--- src/rtl/jt89_mixer.sv ---
// jt89_mixer: mutes and sums the three tone channels plus noise with a
// time-multiplexed accumulator, then an optional first-order DC-blocking
// high-pass filter. One signed 12-bit sample is produced per sample strobe.
//
// Timing: sample_en sampled at edge E -> busy from E to E+5 and ACC for
// four cycles, then DC for one cycle. The DC cycle is the output cycle:
// it computes the result and registers snd/snd_valid. snd_valid therefore
// shows up six cycles after the strobe, with the FSM already back in IDLE,
// so a new strobe can be taken in that same cycle.
module jt89_mixer #(
  parameter int DCEN = 1,
  parameter int DCW  = 8
) (
  input  logic              clk,
  input  logic              rst,
  input  logic              sample_en,
  input  logic signed [9:0] ch0,
  input  logic signed [9:0] ch1,
  input  logic signed [9:0] ch2,
  input  logic signed [9:0] noise,
  input  logic        [3:0] mute,
  output logic signed [11:0] snd,
  output logic              snd_valid,
  output logic              busy
);

  // Filter state is y scaled by 2^DCW; sums are done two bits wider so the
  // clamp sees the true value before narrowing.
  localparam int YW = 14 + DCW;
  localparam int SW = YW + 2;
  localparam logic signed [SW-1:0] YLIM = (SW'(1) <<< (13 + DCW)) - SW'(1);

  localparam logic [1:0] S_IDLE = 2'd0;
  localparam logic [1:0] S_ACC  = 2'd1;
  localparam logic [1:0] S_DC   = 2'd2;

  logic        [1:0]    state_q;
  logic        [1:0]    idx_q;
  logic signed [9:0]    chan_q [4];
  logic        [3:0]    mute_q;
  logic signed [11:0]   acc_q;
  logic signed [11:0]   xprev_q;
  logic signed [YW-1:0] y_q;
  logic signed [11:0]   snd_q;
  logic                 vld_q;
  logic                 busy_q;

  logic signed [11:0]   acc_d;
  logic signed [12:0]   d_diff;
  logic signed [SW-1:0] y_sum;
  logic signed [YW-1:0] y_d;
  logic signed [11:0]   filt;
  logic signed [11:0]   result;

  // Clamp the wide filter sum to +/-(2^(13+DCW)-1).
  function automatic logic signed [YW-1:0] clamp_y(input logic signed [SW-1:0] v);
    logic signed [SW-1:0] r;
    if (v > YLIM)       r = YLIM;
    else if (v < -YLIM) r = -YLIM;
    else                r = v;
    return r[YW-1:0];
  endfunction

  // Saturate the descaled filter output to the 12-bit sample range.
  function automatic logic signed [11:0] sat12(input logic signed [13:0] v);
    logic signed [13:0] r;
    if (v > 14'sd2047)       r = 14'sd2047;
    else if (v < -14'sd2048) r = -14'sd2048;
    else                     r = v;
    return r[11:0];
  endfunction

  // Accumulator step and DC-blocking filter datapath.
  always_comb begin
    acc_d  = acc_q + 12'(chan_q[idx_q]);
    d_diff = 13'(acc_q) - 13'(xprev_q);
    y_sum  = SW'(y_q) - SW'(y_q >>> DCW) + (SW'(d_diff) <<< DCW);
    y_d    = clamp_y(y_sum);
    // Dropping the low DCW bits is an arithmetic shift with floor rounding.
    filt   = sat12(y_d[YW-1:DCW]);
    result = (DCEN != 0) ? filt : acc_q;
  end

  // Mix sequencer: snapshot, accumulate four channels, filter and emit.
  always_ff @(posedge clk) begin
    if (rst) begin
      state_q <= S_IDLE;
      idx_q   <= '0;
      for (int i = 0; i < 4; i++) chan_q[i] <= '0;
      mute_q  <= '0;
      acc_q   <= '0;
      xprev_q <= '0;
      y_q     <= '0;
      snd_q   <= '0;
      vld_q   <= 1'b0;
      busy_q  <= 1'b0;
    end else begin
      vld_q <= 1'b0;
      case (state_q)
        S_IDLE: begin
          if (sample_en) begin
            chan_q[0] <= ch0;
            chan_q[1] <= ch1;
            chan_q[2] <= ch2;
            chan_q[3] <= noise;
            mute_q    <= mute;
            acc_q     <= '0;
            idx_q     <= '0;
            busy_q    <= 1'b1;
            state_q   <= S_ACC;
          end
        end
        S_ACC: begin
          if (!mute_q[idx_q]) acc_q <= acc_d;
          idx_q <= idx_q + 2'd1;
          if (idx_q == 2'd3) state_q <= S_DC;
        end
        S_DC: begin
          y_q     <= y_d;
          xprev_q <= acc_q;
          snd_q   <= result;
          vld_q   <= 1'b1;
          busy_q  <= 1'b0;
          state_q <= S_IDLE;
        end
        default: state_q <= S_IDLE;
      endcase
    end
  end

  assign snd       = snd_q;
  assign snd_valid = vld_q;
  assign busy      = busy_q;

endmodule

--- config.mk ---
export PLATFORM = sky130hd
export DESIGN_NAME = jt89_mixer
export DESIGN_NICKNAME = d
export VERILOG_FILES = /design/src/rtl/jt89_mixer.sv
export SDC_FILE = /design/constraint.sdc
export NUM_CORES = 1
export LEC_CHECK = 0
export CAP_MARGIN = 20
export CORE_MARGIN = 3
export CORE_UTILIZATION = 50
export DETAILED_ROUTE_END_ITERATION = 7
export DONT_BUFFER_PORTS = 1
export GPL_ROUTABILITY_DRIVEN = 0
export SLEW_MARGIN = 20
export SYNTH_ARGS = -nofsm -noshare
export SYNTH_HDL_FRONTEND = slang
export SYNTH_SLANG_ARGS = --single-unit
--- constraint.sdc ---
create_clock -name clk -period 11.8 [get_ports clk]
set_input_delay 0.59 -clock clk [delete_from_list [all_inputs] [get_ports clk]]
set_output_delay 0.59 -clock clk [all_outputs]
set_load 0.02 [all_outputs]
==> impl_metrics.json <==
{
  "area_delta_synth_final_pct": 5.88,
  "numCtsBuffers": 9,
  "drt_iter0_markers": 339,
  "rows": 43,
  "rsz0062_at_grt": "no",
  "grt_pass1_vias": 5393,
  "firstDrtPassIters": 5,
  "die_x_um": 127,
  "ys_seq_area_share_pct": 35.8,
  "fin_nets": 869,
  "peakVddDrop_mv": 0.0994,
  "fin_crit_ns": 6.30,
  "drv_slew": 0,
  "hold_viol_final": 0,
  "avgViaCountPerCell": 5.80,
  "synth_warnings": 0,
  "synth.net_count": 887,
  "synth_cells": 771,
  "preCtsSetupSlack_ns": 5.54,
  "crit_type": "flip-flop to flip-flop",
  "final_cells": 938,
  "worst_slack_ns": 5.50,
  "synth_top_area_share_pct": 19.3,
  "drive_gt1_share_pct": 9.37,
  "antenna_found_initial": 0,
  "synth_async_sr_flop_share_pct": 0,
  "clk_path_buf_depth": 2,
  "avgSynthCellArea_um2": 9.42,
  "drt_wl_total_um": 15500,
  "grt_pass1_wl_um": 26400,
  "fp.dieArea_mm2": 0.0160,
  "cts_hold_repair.buffers": 0,
  "core_area_mm2": 0.0140,
  "worstPathArrival_ns": 6.58,
  "p_leak_uw": 0.00297,
  "tns_ns": 0,
  "power_density_mw_per_mm2": 179,
  "tightest_slew_ns": 0.954,
  "skew_ns": 0.0120,
  "grt_max_degree": 62,
  "drc": 0,
  "path_max_fanout": 18,
  "cts-htree-levels": 3,
  "setup_violations": 0,
  "die_h_um": 127,
  "io_pins": 61,
  "yosysTopAreaCell": "dfxtp_1",
  "cp-end-kind": "flip-flop",
  "dp_hpwl_um": 12000,
  "cts_tree": "built",
  "clk_latency_ns": 0.36,
  "hold_class": "input pin to flip-flop",
  "cts_setup_buffers": 0,
  "maxCapViolCount": 0,
  "final_util_pct": 54.7,
  "synth_seq_cells": 110,
  "drtAntennaViolNets": 0,
  "syn-cell-area_mm2": 0.00726,
  "grtUsageTotal_pct": 20.1,
  "synth_ff_type": "dfxtp_1",
  "max_slew_margin_pct": 36.2,
  "cp-start-kind": "flip-flop",
  "post-route-period-util_pct": 53.4,
  "fmax_mhz": 159,
  "cts-root-buf": "clkbuf_16",
  "status": "finished clean",
  "overflow": 0,
  "dp.cells": 922,
  "clock_sinks": 110,
  "start_util_pct": 51.7,
  "ff2ff_path_depth": 23,
  "synth.area.top_cells": "dfxtp_1 19%, edfxtp_1 17%, ha_1 9.1%",
  "synth.distinct_cells": 82,
  "n_antenna_cell": 0,
  "port_buffers": 0,
  "holdWs_ns": 0.288,
  "cp.required_ns": 12.08,
  "hold_depth": 1,
  "vias": 5440,
  "wl_per_cell_um": 16.5,
  "cts_resized": 0,
  "synth-edff-count": 40,
  "path_clk_slew_ns": 0.08
}
==> worst max-delay path: stages (launching register included) <==
cell and delay (ns):
dfxtp_1 0.45, ha_1 0.27, nor2b_1 0.12, o21ai_0 0.22
a21oi_1 0.12, o21ai_0 0.23, a21oi_1 0.12, o21ai_0 0.17
nand2b_1 0.11, a31oi_1 0.22, nor2b_1 0.18, xor2_1 0.09
fa_1 0.48, inv_1 0.04, ha_1 0.35, o21ai_0 0.14
o21a_1 0.20, nor3_2 0.35, mux2_2 0.39, nor4_2 0.48
nor4b_2 0.12, a31oi_2 0.81, o21ai_0 0.27, a221oi_2 0.29
==> through the flow <==
stage	cell area [um^2]	power, uW
detailed placement	7370	1050
global route	7690	1460
floorplan	7260	932
finish	7690	1380
CTS	7690	1380
global placement	7370	1040
==> sequential cells by signal, summed over array words and instances (netlist names), named ones only <==
register,cells
mute_q,4
idx_q,2
chan_q,40
acc_q,12
snd,12
snd_valid,1
busy,1
y_q,22
xprev_q,12
state_q,2
==> final timing paths <==
kind                                  from         end  slack, ns
worst min register to register  xprev_q[5]  xprev_q[5]       0.45
worst max register to register    acc_q[1]     y_q[12]       5.50
worst max-delay path              acc_q[1]     y_q[12]       5.50
worst min-delay path                   rst      y_q[4]       0.29
==> logic make-up (layout without fill, tap and decap cells) <==
group           count (synthesis)  in the layout  share of synthesized area [%]
compound gates                195            195                           19.4
xor+xnor                       31             31                           3.84
fa+ha+maj                      69             69                           13.5
buf+inv                       104             91                           5.76
flops                         110            110                           35.8
mux                            17             17                           4.26
simple gates                  245            245                           17.4
==> cell usage after synthesis (all sizes together) (9+ instances only) <==
library cell	number
dfxtp	70
fa	16
nand2b	10
xnor2	16
o21bai	9
nand2	62
mux4	11
o21ai	35
nand3	18
o211ai	13
nor2b	9
xor2	15
a211oi	18
edfxtp	40
inv	72
a221oi	11
buf	11
and2	43
a31oi	10
nor3	16
ha	53
nor2	56
a21oi	57
clkbuf	21
==> report_power, final <==
group | switching (uW) | leakage [uW] | internal (uW)
Combinational | 404 | 0.00181 | 227
Sequential | 9.07 | 0.00100 | 410
Clock | 146 | 0.000162 | 181
==> layout by cell type, fill, tap and decap left out, types with 16 or more instances in the layout <==
master and instances:
ha_1 53, o21ai_0 24, nand3_1 18, nand2_1 62, a21oi_1 55, edfxtp_1 40, and2_1 43, dfxtp_1 70
fa_1 16, nor2_1 54, inv_1 72
==> layer usage <==
layer,vias up,track usage [%],wire length (um)
li1,2718,-,-
met1,2590,25.1,6770
met2,109,35.9,7880
met3,23,2.27,519
met4,0,7.19,356
met5,-,0,0
==> cell type report <==
class                           count  area [um^2]
Sequential cell                   110         2600
Clock inverter                      6         71.3
Multi-Input combinational cell    557         4250
Inverter                           72          270
Tap cell                          180          225
Fill cell                        1271         6350
Timing Repair Buffer                3         22.5
Clock buffer                       10          250
Power figures use the tool's default switching activity.
